### src/rtl/gtwizard_gt_reset_sequencer.sv
// Reset sequencer for a GT transceiver: CPLL reset, lock wait, GT reset release,
// user-ready handshake, with bounded retries and a sticky error state.
module gtwizard_gt_reset_sequencer #(
   parameter int WAIT_STARTUP_CYCLES = 1024,
   parameter int LOCK_TIMEOUT_CYCLES = 65536,
   parameter int DONE_TIMEOUT_CYCLES = 65536,
   parameter int MAX_RETRIES         = 7
) (
   input  logic       STABLE_CLOCK_IN,
   input  logic       SOFT_RESET_IN,
   input  logic       CPLLLOCK_IN,
   input  logic       TXRESETDONE_IN,
   input  logic       RXRESETDONE_IN,
   output logic       CPLLRESET_OUT,
   output logic       GTTXRESET_OUT,
   output logic       GTRXRESET_OUT,
   output logic       TXUSERRDY_OUT,
   output logic       RXUSERRDY_OUT,
   output logic       RESET_DONE_OUT,
   output logic       ERROR_OUT,
   output logic [3:0] RETRY_COUNT_OUT,
   output logic [3:0] STATE_OUT
);

   localparam int MAX_A      = (WAIT_STARTUP_CYCLES > LOCK_TIMEOUT_CYCLES) ? WAIT_STARTUP_CYCLES : LOCK_TIMEOUT_CYCLES;
   localparam int MAX_B      = (MAX_A > DONE_TIMEOUT_CYCLES) ? MAX_A : DONE_TIMEOUT_CYCLES;
   localparam int MAX_CYCLES = (MAX_B > 16) ? MAX_B : 16;
   localparam int CNT_W      = $clog2(MAX_CYCLES + 1);

   localparam logic [CNT_W-1:0] STARTUP_LAST = CNT_W'(WAIT_STARTUP_CYCLES - 1);
   localparam logic [CNT_W-1:0] LOCK_LAST    = CNT_W'(LOCK_TIMEOUT_CYCLES - 1);
   localparam logic [CNT_W-1:0] DONE_LAST    = CNT_W'(DONE_TIMEOUT_CYCLES - 1);
   localparam logic [CNT_W-1:0] CPLL_LAST    = CNT_W'(7);
   localparam logic [CNT_W-1:0] USRRDY_LAST  = CNT_W'(15);

   typedef enum logic [3:0] {
      ST_STARTUP   = 4'd0,
      ST_CPLL_RST  = 4'd1,
      ST_WAIT_LOCK = 4'd2,
      ST_RELEASE   = 4'd3,
      ST_WAIT_DONE = 4'd4,
      ST_USRRDY    = 4'd5,
      ST_DONE      = 4'd6,
      ST_FAIL      = 4'd7
   } state_t;

   state_t           state, state_next;
   logic [CNT_W-1:0] cnt, cnt_next;
   logic [3:0]       retry, retry_next;
   logic [1:0]       lock_sync, tx_sync, rx_sync;
   logic             lock_s, tx_s, rx_s;
   logic             fail_hit;
   logic             cpll_rst_next, gt_rst_next, usrrdy_next, done_next, err_next;

   assign lock_s = lock_sync[1];
   assign tx_s   = tx_sync[1];
   assign rx_s   = rx_sync[1];

   // Two-stage synchronizers for the asynchronous transceiver status inputs.
   always_ff @(posedge STABLE_CLOCK_IN) begin
      if (SOFT_RESET_IN) begin
         lock_sync <= 2'b00;
         tx_sync   <= 2'b00;
         rx_sync   <= 2'b00;
      end else begin
         lock_sync <= {lock_sync[0], CPLLLOCK_IN};
         tx_sync   <= {tx_sync[0], TXRESETDONE_IN};
         rx_sync   <= {rx_sync[0], RXRESETDONE_IN};
      end
   end

   always_comb begin
      state_next = state;
      fail_hit   = 1'b0;
      retry_next = retry;
      case (state)
         ST_STARTUP:   if (cnt == STARTUP_LAST) state_next = ST_CPLL_RST;
         ST_CPLL_RST:  if (cnt == CPLL_LAST) state_next = ST_WAIT_LOCK;
         ST_WAIT_LOCK: begin
            if (lock_s)                 state_next = ST_RELEASE;
            else if (cnt == LOCK_LAST)  fail_hit   = 1'b1;
         end
         ST_RELEASE:   state_next = ST_WAIT_DONE;
         ST_WAIT_DONE: begin
            if (!lock_s)                state_next = state;
            if (!lock_s)                fail_hit   = 1'b1;
            else if (tx_s && rx_s)      state_next = ST_USRRDY;
            else if (cnt == DONE_LAST)  fail_hit   = 1'b1;
         end
         ST_USRRDY: begin
            if (!lock_s)                 fail_hit   = 1'b1;
            else if (cnt == USRRDY_LAST) state_next = ST_DONE;
         end
         ST_DONE:      if (!lock_s || !tx_s || !rx_s) fail_hit = 1'b1;
         ST_FAIL:      state_next = ST_FAIL;
         default:      state_next = ST_STARTUP;
      endcase
      // Every failure path funnels here so retry accounting lives in one place.
      if (fail_hit) begin
         retry_next = (retry == 4'd15) ? 4'd15 : retry + 4'd1;
         state_next = (({1'b0, retry} + 5'd1) == 5'(MAX_RETRIES)) ? ST_FAIL : ST_CPLL_RST;
      end
   end

   assign cnt_next = (state_next != state) ? '0 : cnt + CNT_W'(1);

   // Outputs are decoded from the next state so they change on the same edge as the state.
   always_comb begin
      cpll_rst_next = 1'b0;
      gt_rst_next   = 1'b1;
      usrrdy_next   = 1'b0;
      done_next     = 1'b0;
      err_next      = 1'b0;
      case (state_next)
         ST_CPLL_RST:  cpll_rst_next = 1'b1;
         ST_RELEASE,
         ST_WAIT_DONE: gt_rst_next   = 1'b0;
         ST_USRRDY: begin
            gt_rst_next = 1'b0;
            usrrdy_next = 1'b1;
         end
         ST_DONE: begin
            gt_rst_next = 1'b0;
            usrrdy_next = 1'b1;
            done_next   = 1'b1;
         end
         ST_FAIL: begin
            cpll_rst_next = 1'b1;
            err_next      = 1'b1;
         end
         default: ;
      endcase
   end

   always_ff @(posedge STABLE_CLOCK_IN) begin
      if (SOFT_RESET_IN) begin
         state           <= ST_STARTUP;
         cnt             <= '0;
         retry           <= 4'd0;
         CPLLRESET_OUT   <= 1'b0;
         GTTXRESET_OUT   <= 1'b1;
         GTRXRESET_OUT   <= 1'b1;
         TXUSERRDY_OUT   <= 1'b0;
         RXUSERRDY_OUT   <= 1'b0;
         RESET_DONE_OUT  <= 1'b0;
         ERROR_OUT       <= 1'b0;
         RETRY_COUNT_OUT <= 4'd0;
         STATE_OUT       <= 4'd0;
      end else begin
         state           <= state_next;
         cnt             <= cnt_next;
         retry           <= retry_next;
         CPLLRESET_OUT   <= cpll_rst_next;
         GTTXRESET_OUT   <= gt_rst_next;
         GTRXRESET_OUT   <= gt_rst_next;
         TXUSERRDY_OUT   <= usrrdy_next;
         RXUSERRDY_OUT   <= usrrdy_next;
         RESET_DONE_OUT  <= done_next;
         ERROR_OUT       <= err_next;
         RETRY_COUNT_OUT <= retry_next;
         STATE_OUT       <= state_next;
      end
   end

endmodule

### config.mk
export PLATFORM = sky130hd
export DESIGN_NAME = gtwizard_gt_reset_sequencer
export DESIGN_NICKNAME = d
export VERILOG_FILES = /design/src/rtl/gtwizard_gt_reset_sequencer.sv
export SDC_FILE = /design/constraint.sdc
export NUM_CORES = 1
export LEC_CHECK = 0
export BUFFER_PORTS_ARGS = -buffer_cell sky130_fd_sc_hd__clkbuf_2
export CAP_MARGIN = 10
export CELL_PAD_IN_SITES_DETAIL_PLACEMENT = 1
export CELL_PAD_IN_SITES_GLOBAL_PLACEMENT = 1
export CORE_ASPECT_RATIO = 0.75
export CORE_MARGIN = 5
export CORE_UTILIZATION = 48
export CTS_CLUSTER_SIZE = 8
export DETAILED_ROUTE_END_ITERATION = 7
export GPL_TIMING_DRIVEN = 0
export HOLD_SLACK_MARGIN = 0.03
export PLACE_DENSITY = 0.83
export REMOVE_ABC_BUFFERS = 1
export SYNTH_ARGS = -nofsm -noshare
export SYNTH_HDL_FRONTEND = slang
export SYNTH_SLANG_ARGS = --single-unit
export TNS_END_PERCENT = 1
### constraint.sdc
create_clock -name STABLE_CLOCK_IN -period 3.66 [get_ports STABLE_CLOCK_IN]
set_input_delay 0.549 -clock STABLE_CLOCK_IN [delete_from_list [all_inputs] [get_ports STABLE_CLOCK_IN]]
set_output_delay 0.549 -clock STABLE_CLOCK_IN [all_outputs]
set_load 0.01 [all_outputs]
==> Word-level counts from Yosys, hierarchy flattened <==
Index checks and enable logic that the tools add are counted.
W data, S select, Z words.
{ "totals": {"regBits": 36, "out_inout_bits": 15, "word_cells": 68} }
{ "classes": {"n_addsub": 3, "eq_ne": 20, "n_mux": 23, "n_reduce_logical": 11} }
{ "op_table": {"columns": ["cell", "count"], "rows": [
  ["$mux W4", 9],
  ["$eq A4 B3 Y1 const B", 8],
  ["$pmux W4 S8", 1],
  ["$add A17 B1 Y17 const B", 1],
  ["$eq A17 B10 Y1 const B", 1],
  ["$eq A17 B16 Y1 const B", 1],
  ["$eq A17 B3 Y1 const B", 1],
  ["$eq A17 B4 Y1 const B", 1],
  ["$eq A4 B2 Y1 const B", 3],
  ["$mux W1", 11],
  ["$eq A4 B1 Y1 const B", 2],
  ["$reduce_or A2 Y1", 3],
  ["$add A4 B1 Y5 const B", 1],
  ["$eq A5 B3 Y1 const B", 1],
  ["$add A4 B1 Y4 const B", 1],
  ["$eq A4 B4 Y1 const B", 1],
  ["$logic_not A4 Y1", 1],
  ["$ne A4 B4 Y1", 1],
  ["$pmux W1 S4", 1],
  ["$reduce_or A4 Y1", 1],
  ["$logic_not A1 Y1", 3],
  ["$mux W3", 1],
  ["$logic_or A1 B1 Y1", 2],
  ["$logic_and A1 B1 Y1", 1]
]} }

==> Logic depth before layout (Yosys ltp) <==
Gate-level depths: netlist of the first run.
{ "logic_depth": {"word_depth": 9, "mapped_depth": 12, "ltp_nobuf": 9} }

==> Worst setup path after synthesis of the first run <==
OpenSTA, ideal clock, no wires.
{ "synth_path": {"path_type": "register -> register", "start": "register cnt[0]", "end": "register cnt[10]", "arrival_time_ps": 2402, "required_ps": 3572, "slack_ps": 1170, "stages_incl_launch_ff": 13, "n_path_buf": 3, "period_less_slack_ps": 2490, "path_cell_list": "dfxtp_1 -> ha_1 -> nand2_1 -> nor3_2 -> and3_1 -> ha_1 -> a31o_1 -> buf_6 -> nand3_2 -> o22a_1 -> buf_2 -> buf_2 -> nor4_2"} }
{ "synth_between": {"elab_chain_len": 8, "elab_cells_between_ends": 18, "cone_classes": "1 x add/sub; 5 x eq/ne; 11 x mux; 1 x reduce/logical"} }
{ "synth_lines": {"columns": ["item", "line_no", "text"], "rows": [
  ["start: declaration", "48", "logic [CNT_W-1:0] cnt, cnt_next;"],
  ["start signal: assignment", "151", "cnt <= cnt_next;"],
  ["$eq A17 B16 Y1", "81, 88", null],
  ["$mux W1", "81, 88", null],
  ["$mux W1", "87", "else if (tx_s && rx_s) state_next = ST_USRRDY;"],
  ["$mux W1", "86", "if (!lock_s) fail_hit = 1'b1;"],
  ["$pmux W1 S4", "76", "case (state)"],
  ["$mux W4", "99", "if (fail_hit) begin"],
  ["$ne A4 B4 Y1", "105", "assign cnt_next = (state_next != state) ? '0 : cnt + CNT_W'(1);"],
  ["$reduce_or A2 Y1 (no line)", null, null]
]} }
Several ways; a longest one is shown, not always the timed one.
A chain may end at the register's enable or synchronous reset.

==> Worst setup path after layout of the first run <==
{ "layout_path": {"start": "register cnt[3]", "end": "register cnt[3]"} }
Same word-level chain as after synthesis.

==> results of run 1 <==
==> synth_stat cells, drive strengths merged (2+ instances only) <==
master and instances:
dfxtp 36, nor4 18, nand3 16, nor2 16, nand2 14, xnor2 10, buf 9, nor2b 9
a21oi 8, nor3 8, inv 6, xor2 6, and3 5, ha 4, o21ai 4, clkbuf 3
nand2b 3, a311oi 2, mux2i 2
==> state kept, by name, summed over array words and instances (netlist names) <==
signal / flops
state: 4
RXUSERRDY_OUT: 1
GTRXRESET_OUT: 1
rx_sync: 2
tx_sync: 2
lock_sync: 2
RESET_DONE_OUT: 1
CPLLRESET_OUT: 1
cnt: 17
retry: 4
ERROR_OUT: 1
==> routing by layer <==
metal,global-route usage,up-vias,share of wire
li1,-,748,-
met1,0.255,739,0.47
met2,0.289,25,0.48
met3,0.0688,4,0.038
met4,0.0581,0,0.0094
met5,0,-,0
==> worst paths after layout <==
kind	start	end	cells past startpoint
worst max-delay path	cnt[3]$_SDFF_PP0_	cnt[3]$_SDFF_PP0_	8
worst min-delay path	lock_sync[0]$_SDFF_PP0_	lock_sync[1]$_SDFF_PP0_	1
worst max register to register	cnt[3]$_SDFF_PP0_	cnt[3]$_SDFF_PP0_	8
worst min register to register	lock_sync[0]$_SDFF_PP0_	lock_sync[1]$_SDFF_PP0_	1
==> per-stage QoR <==
step / hold slack [ps] / cell area, sq um
after floorplan: 414 / 1800
after global placement: 418 / 1960
after detailed placement: 426 / 1960
after CTS: 450 / 2060
after global routing: 469 / 2060
final: 440 / 2060
==> worst max-delay path, stage by stage, from the launching register on <==
cell and delay (ps):
dfxtp_1 450, nand4_1 250, nor3_2 470, and3_1 240, ha_1 210, a31o_1 370
nand3_2 170, o22a_1 540, nor4_1 390
==> kinds of logic after synthesis <==
family	after synthesis
other	1
AOI/OAI and AO/OA	26
and+or+nand+nor	98
xor gates and xnor gates	16
muxes	2
DFF	36
buffers and inverters	18
adders and majority gates	4
==> area by class of cell <==
cell class	instances	share of cell area
Multi-Input combinational cell	147	0.515
Sequential cell	36	0.350
Clock buffer	7	0.0468
Timing Repair Buffer	19	0.0462
Tap cell	52	0.0316
Inverter	6	0.0109
==> power groups by stage <==
stage	combinational (mW)	sequential, mW	clock [mW]
final	0.0192	0.400	0.302
after global routing	0.0216	0.401	0.332
after CTS	0.0194	0.400	0.314
after detailed placement	0.0192	0.409	0
after global placement	0.0178	0.409	0
after floorplan	0.0107	0.408	0
==> summary.md, run 1 <==
| Metric | Value |
|---|---|
| Cell Area, Synth | `0.00188 sq mm` |
| H-tree levels | `2` |
| IO Count | `20` |
| Clock Latency Late Sink | `290 ps` |
| Clock Root Buffer | `clkbuf_8` |
| Least-Margin Pin Slew | `1010 ps` |
| Switching power total | `0.151 mW` |
| Max clock buf depth | `2` |
| First DRT Iteration DRCs | `59` |
| Footprint of the multi-input gates | `0.00106 sq mm` |
| Switching Fraction | `0.210` |
| # nets final | `224` |
| Post-synth top area share | `0.383` |
| Num rows | `19` |
| Final setup fails | `0` |
| Area fraction in compound gates after synthesis | `0.112` |
| Placed Instances | `260` |
| Post-synthesis adder-cell area fraction | `0.0266` |
| EDFF count, synth | `0` |
| Post-synthesis mux area share | `0.0106` |
| Power Internal | `0.570 mW` |
| Gp weighted congestion | `0.821` |
| Area growth syn-to-layout | `9.44%` |
| Final WL | `4.35 mm` |
| Antenna violations before repair | `0` |
| Syn Inst Count | `201` |
| Crit path kind | `register to register` |
| Achievable Freq | `312 MHz` |
| Setup WS post-layout | `458 ps` |
| Largest family of logic cells by synthesized area | `simple AND/OR/NAND/NOR gates` |
| GRT Resource Usage Total | `0.192` |
| Rel. slew slack | `0.325` |
| Vias in the first global route | `1568` |
| Status | `complete, no violations` |
| Synth area leader | `dfxtp_1` |
| Clock skew | `5.16 ps` |
| Distinct cells, synth | `49` |
| Post-layout utilization of the core | `0.552` |
| Syn_area_per_cell | `9.36 sq um` |
| Synth warn | `0` |
| Clk pin slew, worst setup/hold paths | `70 ps` |
| Detailed placement HPWL | `3.17 mm` |
| Combinational share of power | `0.027` |
| Post-synth top flop | `dfxtp_1` |
| Drt drc | `0` |
| Die ar. | `0.00529 sq mm` |
| Reg area | `721 sq um` |
| Max-Cap Viols | `0` |
| Synth Area in XOR/XNOR | `0.0844` |
| Final cell count without fillers | `267` |
| Final hold violation count | `0` |
| DIE HEIGHT | `64.2 microns` |
| Synth top area cells | `dfxtp_1 38%, nor4_2 6.0%, xnor2_1 4.2%` |
| Synth Area in Simple Gates | `0.325` |
| Largest net degree at the start of global routing | `19` |
| Clk sink count | `36` |
| Power Density | `350 mW/mm^2` |
| Die W | `82.3 microns` |
| # port buffers | `19` |
| Final ANT Viol Nets | `0` |
| Hold Crit Class | `register to register` |
| Commonest non-fill, non-tap cell in the layout | `dfxtp_1` |
| Sequential share of power | `0.555` |
| Tmin final | `3200 ps` |
| CP Capture Type | `register` |
| Setup bufs post-CTS | `0` |
| Worst slack, placed | `481 ps` |
| R2r setup slk | `460 ps` |
| CTS buffer count | `5` |
| RSZ-0062 raised after global routing | `false` |
| Crit path max fanout | `17` |
| Tot Pwr | `0.722 mW` |
| Leak pwr | `0.702 nW` |
| GR Overflow Total | `0` |
| Ratio of cells with drive above 1 in the final layout | `0.214` |
| WL/cell | `16.3 microns` |
| Via count | `1516` |
| First-pass GRT wire length | `7.80 mm` |
| Drt first pass iters | `4` |
| # diodes | `0` |
| Arr. time, crit path | `3380 ps` |
| Post-CTS sizing | `0` |
| Pins over their slew limit | `0` |
| Initial Util | `0.504` |
| Post-synthesis register bit count | `36` |
| Post-CTS Hold Fix Bufs | `0` |
| Number of fill cells | `451` |
| Register area share after synthesis | `0.383` |
| Required time of the critical path | `3840 ps` |
| Setup TNS | `0 ps` |
| CP startpoint kind | `register` |
| Ys async rst share | `0` |
| Vias/cell | `5.68` |
| Most frequent cells in the layout | `36 x dfxtp_1, 19 x clkbuf_2, 16 x nor2_1` |
| Final Cycle Share | `0.875` |
| Core area | `0.00373 sq mm` |
| CTS tree | `yes` |
| Clock share of power | `0.419` |
| Peak supply drop | `0.000188 V` |
Note: power is estimated with default switching activity, not from simulation.
==> run 2: changes to the inputs <==
BUFFER_PORTS_ARGS = -buffer_cell sky130_fd_sc_hd__buf_2   (was -buffer_cell sky130_fd_sc_hd__clkbuf_2)
CORE_UTILIZATION = 44   (was 48)
PLACE_DENSITY = 0.77   (was 0.83)
clock period = 3.4 ns   (was 3.66 ns; I/O delays follow)
==> run 2 against run 1 <==
  * Clock skew down 1.2 ps
  * Sequential power up 7.7%
  * Worst hold slack worse by 8.4 ps
  * Via count up 1.1%
  * Worst setup slack worse by 180 ps
  * Design area up 0.24%
  * Combinational power up 7%
  * Wire length up 3.2%
  * Register-to-register slack worse by 180 ps
  * Clock-buffer cell count unchanged
  * Sequential share of layout area down 0.085 points
  * Highest routed layer unchanged
==> summary.md, run 2 (same netlist as run 1, synthesis figures left out) <==
| Metric | Value |
|---|---|
| Setup bufs post-CTS | `0 (unchanged)` |
| CP Capture Type | `register` |
| GRT Resource Usage Total | `0.173 (-0.0190)` |
| Setup crit start | `cnt[3]$_SDFF_PP0_` |
| Antenna violations before repair | `0 (unchanged)` |
| WL/cell | `16.6 microns (+2.0%)` |
| Crit path kind | `register to register` |
| CTS tree | `yes` |
| Vias in the first global route | `1558 (-0.64%)` |
| Largest register FFs | `17 (unchanged)` |
| Number of fill cells | `506 (+12%)` |
| RSZ-0062 raised after global routing | `false` |
| Rel. slew slack | `0.353 (+0.0285)` |
| Num rows | `20 (+1)` |
| Largest net degree at the start of global routing | `19 (unchanged)` |
| Status | `complete, no violations` |
| Pins over their slew limit | `0 (unchanged)` |
| Critical path's slowest cell | `dfxtp_1` |
| Placed Area | `0.00197 sq mm (+0.19%)` |
| Least-Margin Pin Slew | `970 ps (-42.8 ps)` |
| Die W | `85.5 microns (+3.9%)` |
| Achievable Freq | `320 MHz (+2.6%)` |
| Setup TNS | `0 ps (unchanged)` |
| Power Density | `378 mW/mm^2 (+7.9%)` |
| Drt drc | `0 (unchanged)` |
| # port buffers | `19 (unchanged)` |
| First-pass GRT wire length | `7.66 mm (-1.8%)` |
| Sequential share of power | `0.552 (-0.003)` |
| Switching power total | `0.166 mW (+10%)` |
| CP peak stage delay | `470 ps (-70 ps)` |
| Final setup fails | `0 (unchanged)` |
| GR Overflow Total | `0 (unchanged)` |
| First DRT Iteration DRCs | `80 (+36%)` |
| Via count | `1533 (+1.1%)` |
| Crit-path cells | `nand4_1 -> nor3_2 -> and3_1 -> ha_1 -> a31o_1 -> nand3_2 -> o22a_2 -> nor4b_1` |
| Ratio of cells with drive above 1 in the final layout | `0.219 (+0.00465)` |
| Clock Latency Late Sink | `290 ps (about the same)` |
| Setup WS post-layout | `280 ps (-179 ps)` |
| # nets final | `224 (unchanged)` |
| Final hold violation count | `0 (unchanged)` |
| Final WL | `4.49 mm (+3.2%)` |
| Worst r2r src | `cnt[3]$_SDFF_PP0_` |
| Crit path max fanout | `17 (unchanged)` |
| Peak supply drop | `0.000250 V (+33%)` |
| Vias/cell | `5.68 (about the same)` |
| Tot Pwr | `0.781 mW (+8.2%)` |
| Post-CTS sizing | `0 (unchanged)` |
| CP startpoint kind | `register` |
| Max clock buf depth | `2 (unchanged)` |
| Design Area, Final | `0.00206 sq mm (+0.24%)` |
| CTS buffer count | `5 (unchanged)` |
| Clk sink count | `36 (unchanged)` |
| Detailed placement HPWL | `3.28 mm (+3.4%)` |
| Clock skew | `3.99 ps (-1.17 ps)` |
| Arr. time, crit path | `3310 ps (-70 ps)` |
| Switching Fraction | `0.213 (+0.00375)` |
| Core area | `0.00410 sq mm (+10%)` |
| Area growth syn-to-layout | `9.71%` |
| Die ar. | `0.00570 sq mm (+7.8%)` |
| Hold Crit Class | `primary input to register` |
| Commonest non-fill, non-tap cell in the layout | `dfxtp_1` |
| DIE HEIGHT | `66.6 microns (+3.8%)` |
| Power Internal | `0.614 mW (+7.6%)` |
| Clock Root Buffer | `clkbuf_8` |
| Initial Util | `0.459 (-0.0457)` |
| Reg area | `721 sq um (unchanged)` |
| Hold path start | `TXRESETDONE_IN` |
| Worst slack, placed | `147 ps (-334 ps)` |
| Combinational share of power | `0.026 (about the same)` |
| Leak pwr | `0.710 nW (+1.2%)` |
| Tmin final | `3120 ps (-81.4 ps)` |
| # diodes | `0 (unchanged)` |
| Largest regs | `cnt (17), retry (4), state (4)` |
| Final ANT Viol Nets | `0 (unchanged)` |
| Clk pin slew, worst setup/hold paths | `70 ps (about the same)` |
| Footprint of the multi-input gates | `0.00106 sq mm (+0.12%)` |
| Max-Cap Viols | `0 (unchanged)` |
| Post-CTS Hold Fix Bufs | `0 (unchanged)` |
| Final Cycle Share | `0.918 (+0.0429)` |
| Most frequent cells in the layout | `36 x dfxtp_1, 19 x buf_2, 16 x nor2_1` |
| Required time of the critical path | `3590 ps (-250 ps)` |
| Drt first pass iters | `4 (unchanged)` |
| H-tree levels | `2 (unchanged)` |
| Gp weighted congestion | `0.809 (-1.5%)` |
| Top reg by flops | `cnt` |
| Clock share of power | `0.421 (+0.002)` |
| IO Count | `20 (unchanged)` |
-- run 2: cell count changes in the layout (fill, tap and decap cells not counted) --
cell      before  now
buf_2          0   19
o22a_2         0    1
clkbuf_2      19    0
o22a_1         1    0
-- run 2: final timing paths --
path | to | slack [ps] | cells past startpoint
worst min-delay path | tx_sync[0]$_SDFF_PP0_ | 430 | 2
worst max-delay path | cnt[15]$_SDFF_PP0_ | 280 | 8
worst max register to register | cnt[15]$_SDFF_PP0_ | 280 | 8
worst min register to register | tx_sync[1]$_SDFF_PP0_ | 450 | 1
-- run 2: critical path: cells and delay by family (launching register included) --
| family | cells | cell delay, ps |
|---|---|---|
| AOI/OAI and AO/OA | 2 | 830 |
| and+or+nand+nor | 5 | 1490 |
| adders and majority gates | 1 | 220 |
| DFF | 1 | 470 |
-- run 2: cell type report --
cell class,instances,share of cell area
multi-input combinational,147,0.514
inverter,6,0.0109
sequential,36,0.349
clock buffer,7,0.0467
tap,55,0.0333
timing repair buffer,19,0.0461
-- run 2: stage by stage --
step | utilization | cells | hold slack [ps]
2_1_floorplan | - | 189 | 414
3_3_place_gp | 0.478 | 263 | 419
3_5_place_dp | 0.479 | 263 | 442
4_1_cts | 0.503 | 270 | 431
5_1_grt | 0.503 | 270 | 436
6_report | 0.503 | 270 | 432
-- run 2: metal layers --
metal  global-route usage  wire, microns
met5                    0              0
met4               0.0692             64
met3               0.0346            111
met2                0.294           2180
met1                0.215           2130
-- run 2: power by group through the flow --
stage / sequential, mW / combinational (mW) / clock (mW)
2_1_floorplan: 0.440 / 0.0116 / 0
3_5_place_dp: 0.441 / 0.0208 / 0
3_3_place_gp: 0.440 / 0.0191 / 0
5_1_grt: 0.432 / 0.0233 / 0.354
6_report: 0.431 / 0.0206 / 0.329
4_1_cts: 0.431 / 0.0208 / 0.336
==> run 3: changes to the inputs <==
CORE_ASPECT_RATIO = not set   (was 0.75)
CORE_UTILIZATION = 30   (was 44)
PLACE_DENSITY = 0.56   (was 0.77)
==> run 3 against run 2 <==
  * Critical path type unchanged
  * Final cell count grew 8.1%
  * Clock-buffer cell count shrank 2
  * Via count shrank 4.0%
  * Sequential power is essentially flat
  * Worst setup slack better by 150 ps
  * Clock skew is 5.2 ps higher
==> summary.md, run 3 (same netlist as run 1, synthesis figures left out) <==
| Metric | Value |
|---|---|
| Status | `complete, no violations` |
| Gp weighted congestion | `0.730 (-9.8%)` |
| Hold Path Sink | `lock_sync[0]$_SDFF_PP0_` |
| Post-CTS sizing | `0 (unchanged)` |
| Peak supply drop | `0.000237 V (-5.3%)` |
| CTS buffer count | `5 (unchanged)` |
| Via count | `1472 (-4.0%)` |
| # port buffers | `19 (unchanged)` |
| Final WL | `4.28 mm (-4.7%)` |
| Largest register FFs | `17 (unchanged)` |
| Achievable Freq | `336 MHz (+5.0%)` |
| Hold path start | `CPLLLOCK_IN` |
| Clock skew | `9.18 ps (+5.19 ps)` |
| CP Capture Type | `register` |
| Max clock buf depth | `2 (unchanged)` |
| Post-CTS Hold Fix Bufs | `0 (unchanged)` |
| Clock Root Buffer | `clkbuf_8` |
| First DRT Iteration DRCs | `81 (+1.3%)` |
| Vias in the first global route | `1463 (-6.1%)` |
| Worst r2r src | `cnt[3]$_SDFF_PP0_` |
| Commonest non-fill, non-tap cell in the layout | `dfxtp_1` |
| Detailed placement HPWL | `3.03 mm (-7.6%)` |
| Pins over their slew limit | `0 (unchanged)` |
| Final hold violation count | `0 (unchanged)` |
| Top reg by flops | `cnt` |
| IO Count | `20 (unchanged)` |
| CP startpoint kind | `register` |
| Area growth syn-to-layout | `12.4%` |
| Rel. slew slack | `0.535 (+0.182)` |
| Drt first pass iters | `4 (unchanged)` |
| Hold slack | `427 ps (-4.82 ps)` |
| GRT Resource Usage Total | `0.119 (-0.0540)` |
| Tot Pwr | `0.834 mW (+6.8%)` |
| Power Density | `394 mW/mm^2 (+4.2%)` |
| Largest regs | `cnt (17), retry (4), state (4)` |
| Worst R2R End | `cnt[15]$_SDFF_PP0_` |
| Ratio of cells with drive above 1 in the final layout | `0.226 (+0.00720)` |
| Hold Crit Class | `primary input to register` |
| Clk sink count | `36 (unchanged)` |
| Clk pin slew, worst setup/hold paths | `80 ps (about the same)` |
| Worst hold path depth | `2 (unchanged)` |
| RSZ-0062 raised after global routing | `false` |
| Max-Cap Viols | `0 (unchanged)` |
| Crit path max fanout | `17 (unchanged)` |
| Die ar. | `0.00796 sq mm (+40%)` |
| R2r setup slk | `430 ps (+150 ps)` |
| GR Overflow Total | `0 (unchanged)` |
| Vias/cell | `5.04 (-11%)` |
| Tmin final | `2970 ps (-148 ps)` |
| First-pass GRT wire length | `7.33 mm (-4.3%)` |
| H-tree levels | `2 (unchanged)` |
| DIE HEIGHT | `89.2 microns (+34%)` |
| # diodes | `0 (unchanged)` |
| Final ANT Viol Nets | `0 (unchanged)` |
| Antenna violations before repair | `0 (unchanged)` |
| Num rows | `28 (+40%)` |
| WL/cell | `14.6 microns (-12%)` |
| Arr. time, crit path | `3170 ps (-140 ps)` |
| # nets final | `225 (+0.45%)` |
| Initial Util | `0.312 (-0.146)` |
| Crit path kind | `register to register` |
| Largest net degree at the start of global routing | `19 (unchanged)` |
| Setup bufs post-CTS | `0 (unchanged)` |
| Die W | `89.2 microns (+4.3%)` |
| Leak pwr | `0.720 nW (+1.4%)` |
| Most frequent cells in the layout | `36 x dfxtp_1, 19 x buf_2, 16 x nor2_1` |
| R2R cell count | `8 (unchanged)` |
| CTS tree | `yes` |
| Final Cycle Share | `0.874 (-0.0437)` |
| Required time of the critical path | `3600 ps (about the same)` |
| Clock Latency Late Sink | `290 ps (about the same)` |
| Setup TNS | `0 ps (unchanged)` |
| Core area | `0.00603 sq mm (+47%)` |
| Final setup fails | `0 (unchanged)` |
| Drt drc | `0 (unchanged)` |
| Least-Margin Pin Slew | `698 ps (-272 ps)` |
==> run 3: where the power goes <==
part / switching, mW / internal [mW]
sequential: 0.00391 / 0.426
combinational: 0.0138 / 0.00815
clock: 0.164 / 0.217
==> run 3: worst max-delay path, cell delays in order (launching register included) <==
cell and delay (ps):
dfxtp_1 460, nand4_1 260, nor3_2 450, and3_1 220
ha_1 220, a31o_1 390, nand3_2 170, o22a_2 420
nor4b_1 280
==> run 3: worst max path at each step <==
stage	start	end	slack, ps	cells past startpoint
after CTS	cnt[3]$_SDFF_PP0_	cnt[15]$_SDFF_PP0_	180	8
after global routing	cnt[3]$_SDFF_PP0_	cnt[5]$_SDFF_PP0_	90	8
final	cnt[3]$_SDFF_PP0_	cnt[15]$_SDFF_PP0_	430	8
after global placement	cnt[3]$_SDFF_PP0_	cnt[3]$_SDFF_PP0_	210	8
after floorplan	cnt[0]$_SDFF_PP0_	cnt[15]$_SDFF_PP0_	870	9
after detailed placement	cnt[3]$_SDFF_PP0_	cnt[15]$_SDFF_PP0_	210	8
==> run 3: cell type report <==
type	instances	area (sq um)
fillers	714	3910
multi-input cells	147	1060
flip-flops and latches	36	721
repair buffers	20	106
well taps	75	93.8
clock buffers	5	68.8
clock inverters	3	42.5
inverters	6	22.5
==> run 3: through the flow <==
step	std cells	util	instance area [sq um]	setup slack, ps
global route	292	0.351	2120	94.8
finish	292	0.351	2120	428
global placement	283	0.330	1990	207
CTS	292	0.351	2110	183
floorplan	189	-	1800	871
detailed placement	284	0.332	2000	206
==> run 3: layer usage <==
| layer | vias to the layer above | wire length [microns] | share of wire | GRT usage |
|---|---|---|---|---|
| met5 | - | 0 | 0 | 0 |
| met2 | 14 | 1950 | 0.46 | 0.186 |
| met4 | 0 | 63 | 0.015 | 0.0447 |
| li1 | 743 | - | - | - |
| met3 | 8 | 156 | 0.036 | 0.0295 |
| met1 | 707 | 2110 | 0.49 | 0.158 |
